## config.mk

```make
export PLATFORM = sky130hd
export DESIGN_NAME = rv_alu_unit
export DESIGN_NICKNAME = d
export VERILOG_FILES = /design/src/rtl/rv_alu_pkg.sv /design/src/rtl/rv_alu_decoder.sv /design/src/rtl/rv_alu_unit.sv
export SDC_FILE = /design/constraint.sdc
export NUM_CORES = 1
export LEC_CHECK = 0
export ABC_AREA = 1
export CORE_ASPECT_RATIO = 1.5
export CORE_MARGIN = 5
export CORE_UTILIZATION = 61
export DETAILED_ROUTE_END_ITERATION = 8
export PLACE_DENSITY = 0.86
export SYNTH_ARGS = -nofsm -noshare
export SYNTH_HDL_FRONTEND = slang
export SYNTH_SLANG_ARGS = --single-unit
```

## constraint.sdc

```tcl
create_clock -name vclk -period 4.3
set_clock_uncertainty 0.1 [all_clocks]
set_input_delay 0.645 -clock vclk [all_inputs]
set_output_delay 0.645 -clock vclk [all_outputs]
set_load 0.01 [all_outputs]
```

## src/rtl/rv_alu_pkg.sv

```systemverilog
// rtl/rv_alu_pkg.sv - shared ALU operation, opcode and funct3 constants for rv_alu_unit
package rv_alu_pkg;

  localparam logic [3:0] ALU_ADD    = 4'd0;
  localparam logic [3:0] ALU_SLL    = 4'd1;
  localparam logic [3:0] ALU_SLT    = 4'd2;
  localparam logic [3:0] ALU_SLTU   = 4'd3;
  localparam logic [3:0] ALU_XOR    = 4'd4;
  localparam logic [3:0] ALU_SRL    = 4'd5;
  localparam logic [3:0] ALU_OR     = 4'd6;
  localparam logic [3:0] ALU_AND    = 4'd7;
  localparam logic [3:0] ALU_SUB    = 4'd8;
  localparam logic [3:0] ALU_SRA    = 4'd9;
  localparam logic [3:0] ALU_COPY_B = 4'd10;
  localparam logic [3:0] ALU_XXX    = 4'd15;

  localparam logic [6:0] OPC_ARI_RTYPE = 7'b0110011;
  localparam logic [6:0] OPC_ARI_ITYPE = 7'b0010011;
  localparam logic [6:0] OPC_LUI       = 7'b0110111;
  localparam logic [6:0] OPC_AUIPC     = 7'b0010111;
  localparam logic [6:0] OPC_JAL       = 7'b1101111;
  localparam logic [6:0] OPC_JALR      = 7'b1100111;
  localparam logic [6:0] OPC_BRANCH    = 7'b1100011;
  localparam logic [6:0] OPC_LOAD      = 7'b0000011;
  localparam logic [6:0] OPC_STORE     = 7'b0100011;

  localparam logic [2:0] F3_ADD  = 3'b000;
  localparam logic [2:0] F3_SLL  = 3'b001;
  localparam logic [2:0] F3_SLT  = 3'b010;
  localparam logic [2:0] F3_SLTU = 3'b011;
  localparam logic [2:0] F3_XOR  = 3'b100;
  localparam logic [2:0] F3_SRL  = 3'b101;
  localparam logic [2:0] F3_OR   = 3'b110;
  localparam logic [2:0] F3_AND  = 3'b111;

endpackage

```

## src/rtl/rv_alu_decoder.sv

```systemverilog
// rtl/rv_alu_decoder.sv - combinational map of {opcode, funct3, bit 30} to a 4-bit ALU operation
module rv_alu_decoder
  import rv_alu_pkg::*;
(
  input  logic [6:0] opcode,
  input  logic [2:0] funct,
  input  logic       add_rshift_type,
  output logic [3:0] alu_op
);

  always_comb begin
    alu_op = ALU_XXX;
    case (opcode)
      // funct3 values line up with the first eight ALU encodings
      OPC_ARI_RTYPE: begin
        alu_op = {1'b0, funct};
        if (add_rshift_type && funct == F3_ADD) alu_op = ALU_SUB;
        if (add_rshift_type && funct == F3_SRL) alu_op = ALU_SRA;
      end
      // bit 30 is part of the immediate for ADDI, so only SRAI honours it
      OPC_ARI_ITYPE: begin
        alu_op = {1'b0, funct};
        if (add_rshift_type && funct == F3_SRL) alu_op = ALU_SRA;
      end
      OPC_LUI: alu_op = ALU_COPY_B;
      OPC_AUIPC, OPC_JAL, OPC_JALR, OPC_BRANCH, OPC_LOAD, OPC_STORE: alu_op = ALU_ADD;
      default: alu_op = ALU_XXX;
    endcase
  end

endmodule

```

## src/rtl/rv_alu_unit.sv

```systemverilog
// rtl/rv_alu_unit.sv - RV32I execute ALU; RV_ALU_OUT_REG_EN adds a registered Out with sync reset
module rv_alu_unit
  import rv_alu_pkg::*;
(
  input  logic        Clock,
  input  logic        Reset,
  input  logic [6:0]  opcode,
  input  logic [2:0]  funct,
  input  logic        add_rshift_type,
  input  logic [31:0] A,
  input  logic [31:0] B,
  output logic [3:0]  ALUop,
  output logic [31:0] Out
);

  logic [4:0]  shamt;
  logic [31:0] result;

  rv_alu_decoder u_decoder (
    .opcode          (opcode),
    .funct           (funct),
    .add_rshift_type (add_rshift_type),
    .alu_op          (ALUop)
  );

  assign shamt = B[4:0];

  always_comb begin
    result = 32'h0;
    case (ALUop)
      ALU_ADD:    result = A + B;
      ALU_SUB:    result = A - B;
      ALU_SLL:    result = A << shamt;
      ALU_SRL:    result = A >> shamt;
      ALU_SRA:    result = $signed(A) >>> shamt;
      ALU_SLT:    result = {31'b0, $signed(A) < $signed(B)};
      ALU_SLTU:   result = {31'b0, A < B};
      ALU_XOR:    result = A ^ B;
      ALU_OR:     result = A | B;
      ALU_AND:    result = A & B;
      ALU_COPY_B: result = B;
      default:    result = 32'h0;
    endcase
  end

`ifdef RV_ALU_OUT_REG_EN
  always_ff @(posedge Clock) begin
    if (Reset) Out <= 32'h0;
    else       Out <= result;
  end
`else
  // Clock and Reset have no function in the combinational build
  wire unused_clk_rst = Clock ^ Reset;
  assign Out = result;
`endif

endmodule

```

After elaboration in Yosys (flattened, before gate mapping)
Cells that the tools add are included.

Muxes and demuxes: 5. $add $sub $neg: 2. Reduce and logical (&&, ||, !) cells: 5. Equality and inequality tests: 20. Bitwise operators: 3. Magnitude comparators: 2. Shifts and indexed selects: 3.

Operator list (count): $pmux W32 S11 (1); $lt A32 B32 Y1 (2); $add A32 B32 Y32 (1); $and A32 B32 Y32 (1); $or A32 B32 Y32 (1); $shl A32 B5 Y32 (1); $shr A32 B5 Y32 (1); $sshr A32 B5 Y32 (1); $sub A32 B32 Y32 (1); $xor A32 B32 Y32 (1); $eq A7 B6 Y1 const B (3); $eq A7 B7 Y1 const B (3); $eq A4 B3 Y1 const B (4); $pmux W4 S4 (1); $eq A7 B5 Y1 const B (2); $eq A4 B4 Y1 const B (3); $mux W4 (3); $eq A4 B2 Y1 const B (2); $eq A7 B2 Y1 const B (1); $reduce_or A6 Y1 (1); $eq A4 B1 Y1 const B (1); $logic_not A4 Y1 (1); $eq A3 B3 Y1 const B (1); $logic_not A3 Y1 (1); $logic_and A1 B1 Y1 (2).

Register bits after elaboration: 0. Output and inout bits: 36. Input port bits: 77. Logic and storage cells: 40.

Longest topological paths before layout
Depth after elaboration: 7. Mapped depth: 20. Mapped depth without buffers: 16.

Cells and area by module
Synthesis repeated with hierarchy kept, for this count alone.

Cell total of the unflattened synthesis: 2202. Area total of the unflattened synthesis: 10490.1 µm².

By module, submodules not included: rv_alu_unit (sequential area each 0.0 µm², area an instance 10282.4 µm², cells an instance 2157, times used 1); rv_alu_decoder (sequential area each 0.0 µm², area an instance 207.7 µm², cells an instance 45, times used 1).

Worst setup path after synthesis
OpenSTA, ideal clock, no wires.

Path type: in2out. From: in B[3]. To: out Out[31]. Setup slack: 644 ps. Required time: 3555 ps. Arrival time: 2911 ps. Cell stages on the path: 20. Path through: buf_2 -> clkinv_1 -> clkbuf_1 -> clkbuf_1 -> ha_1 -> buf_2 -> nor2_1 -> nand2_1 -> inv_1 -> nand2_1 -> nand2_1 -> nand2_1 -> nand2_1 -> nand2_1 -> nand2_1 -> nand2_1 -> nand3_1 -> nand2_1 -> nor2_1 -> nand2_1.

Cells in the longest elaborated chain, start to end: 2.

RTL lines: start: declaration (line rv_alu_unit.sv:11) `input logic [31:0] B,`; $sub A32 B32 Y32 (tied with other cells) (line rv_alu_unit.sv:32) `ALU_SUB: result = A - B;`; $pmux W32 S11 * (line rv_alu_unit.sv:30) `case (ALUop)`; end: declaration (line rv_alu_unit.sv:13) `output logic [31:0] Out`.

Mark *: on every way between the ends. The rest lies on a longest branch, timed or not.

Final worst setup path
From: in opcode[1]. To: out Out[19].

Cells in the longest elaborated chain, start to end: 5.

RTL lines: start: declaration (line rv_alu_unit.sv:7) `input logic [6:0] opcode,`; $eq A7 B5 Y1 (tied with other cells) (line rv_alu_decoder.sv:13) `case (opcode)`; $reduce_or A6 Y1 (line rv_alu_decoder.sv:13); $pmux W4 S4 * (line rv_alu_decoder.sv:13); $eq A4 B4 Y1 (tied with other cells) (line rv_alu_unit.sv:30); $pmux W32 S11 * (line rv_alu_unit.sv:30).

Marks and branches as above.

==> metrics.md <==
| Metric | Value |
|---|---|
| Setup ws final | `0.0711 ns` |
| Clock buffer count | `0` |
| Grt ovf | `0` |
| Storage cell area | `0 µm²` |
| P_leak | `8.11 nW` |
| GRT Total Usage | `around 48%` |
| CP startpoint kind | `input pin` |
| Core area | `17900 µm²` |
| Inst Count DP | `between 2000 and 3000` |
| Drt first pass iters | `7` |
| IR drop worst, VDD | `about 0.070 mV` |
| Commonest non-fill, non-tap cells in the layout | `854 x nand2_1, 348 x nand3_1, 317 x nor2_1` |
| Via density | `6.15` |
| P per Cell Area | `115 nW/µm²` |
| CTS Hold Bufs | `0` |
| Ant. Diodes | `0` |
| Final std cells w/o fill | `about 2800` |
| Setup Crit Path Kind | `in2out` |
| Area grow syn2layout | `26.4%` |
| DIE HEIGHT | `around 180 µm` |
| Worst EP arrival | `around 3.5 ns` |
| Tmin final | `between 4 and 5 ns` |
| Post-DP HPWL | `around 43 mm` |
| Most common cell after layout, fill and taps aside | `nand2_1` |
| Rel. slew slack | `a little under half` |
| Setup TNS | `0 ns` |
| IO buf count | `roughly 110` |
| IO Pins | `113` |
| Share of cells above drive strength 1 | `around an eighth` |
| Initial core utilization | `61.7%` |
| Sequential element share of the synthesized area | `0%` |
| Tcrit/Tclk final | `around 98%` |
| Crit path required time | `3.56 ns` |
| Initial antenna violation count | `1` |
| GPL Wtd Cong | `about 1.1` |
| Global-route wire length before repair | `a little over 80 mm` |
| Crit path capture | `Out[19]` |
| F_max | `around 240 MHz` |
| Run status | `completed` |
| Die W | `between 100 and 150 µm` |
| WL/cell | `roughly 19 µm` |
| Post-Layout Inst Area | `14000 µm²` |
| HP Class | `in2out` |
| Largest net degree at the start of global routing | `70` |
| Distinct cell type count after synthesis | `36` |
| NumNets Final | `2779` |
| Remaining DRCs | `0` |
| Vias in the first global route | `between 15000 and 20000` |
| CP Max Fanout | `8` |
| Worst Tran Pin Value | `~0.80 ns` |
| Slew Viols, Final | `0` |
| Mapped Area | `11100 µm²` |
| Post-layout util | `just under 80%` |
| # rows | `60` |
| Fin Hold WS | `between 2 and 2.5 ns` |
| DRT antenna net count | `0` |
| Placed Area | `13600 µm²` |
| Crit-path cells | `clkdlybuf4s50_1 -> nand2_1 -> inv_2 -> nand3_2 -> inv_2 -> nand4_2 -> inv_2 -> nand2_1 -> o21ai_0 -> nor2_1 -> nand2_1 -> clkdlybuf4s50_1` |
| Endpoint kind of the worst setup timing path | `output port` |
| Die area | `between 20000 and 25000 µm²` |
| Levels on crit path | `12` |
| Max incr delay on CP | `0.53 ns` |
| Total power | `between 1.5 and 2 mW` |
| Cells after synthesis | `2390` |
| Starting DRT DRC Count | `roughly 2500` |
| Crit path launch | `opcode[1]` |
| Syn Area/Cell | `4.63 µm²` |
| Routed WL | `about 54 mm` |
| Final Hold Viols | `0` |
| Final setup viols | `0` |
| Ys Warns | `0` |
| FFs & Latches | `0` |
| Number of buffer and inverter stages on the critical path | `5` |
| Slowest CP cell | `clkdlybuf4s50_1` |
| Via count | `~17000` |
| Top Family by Delay on Critical Path | `buffers and inverters` |
| Fill cells | `between 1500 and 2000` |
| Syn nets | `~2600` |
| Pre-CTS WS | `-0.113 ns` |
| RSZ-0062 raised after global routing | `true` |
| Max_cap viols | `0` |
repair_timing:
action	CTS	global route
setup endpoints to repair	7	27
buffers inserted	0	1
gates resized for setup	8	97
pin swaps	0	4
logic make-up (layout without fill, tap and decap cells):
kind of cell    count (synthesis)  in the layout  share of synthesized area (%)
buf+inv                       421            632                           15.2
compound gates                219            219                           10.5
simple gates                 1634           1634                           61.6
fa+ha+maj                      99             99                           11.3
xor+xnor                       17             17                           1.34
where the power goes:
group | switching [mW] | internal [mW]
Sequential | 0 | 0
Combinational | 1.01 | 0.599
Clock | 0 | 0
cell type report:
| class | count | area [µm²] | area share [%] |
|---|---|---|---|
| inverters | 306 | 1160 | 8.26 |
| well taps | 217 | 272 | 1.94 |
| repair buffers | 326 | 2840 | 20.3 |
| multi-input cells | 1969 | 9740 | 69.5 |
Yosys cell counts, drive strengths merged:
cell    instances  area (µm²)
nand4          30         194
nand3         360        1840
o22ai          18         113
nand2         870        3280
o21ai         107         539
o21bai         10        75.1
xor2           17         149
nor3           22         110
fa              2        40.0
ha             97        1210
o21a            1        7.51
inv           305        1140
a21oi          76         380
nor4            3        18.8
clkbuf         44         165
nor2          342        1330
clkinv          1        3.75
buf            71         373
o211ai          6        45.0
and3            2        12.5
nand3b          5        37.5
a21boi          1        7.51
layer usage:
| layer | global-route usage [%] | share of wire, % | up-vias |
|---|---|---|---|
| li1 | - | - | 7969 |
| met1 | 55.9 | 33 | 7564 |
| met2 | 79.1 | 44 | 1382 |
| met3 | 8.81 | 13 | 414 |
| met4 | 36.3 | 10 | 2 |
| met5 | 0 | 0.022 | - |
how the worst min path moves through the flow:
| stage | start | endpoint | slack, ns | cells past startpoint |
|---|---|---|---|---|
| CTS | B[2] | Out[2] | 2.23 | 6 |
| floorplan | B[28] | Out[28] | 1.40 | 4 |
| global route | B[28] | Out[28] | 2.12 | 6 |
| finish | B[28] | Out[28] | 2.07 | 6 |
| detailed placement | B[2] | Out[2] | 2.23 | 6 |
| global placement | B[2] | Out[2] | 2.19 | 6 |
Power figures use the tool's default switching activity.
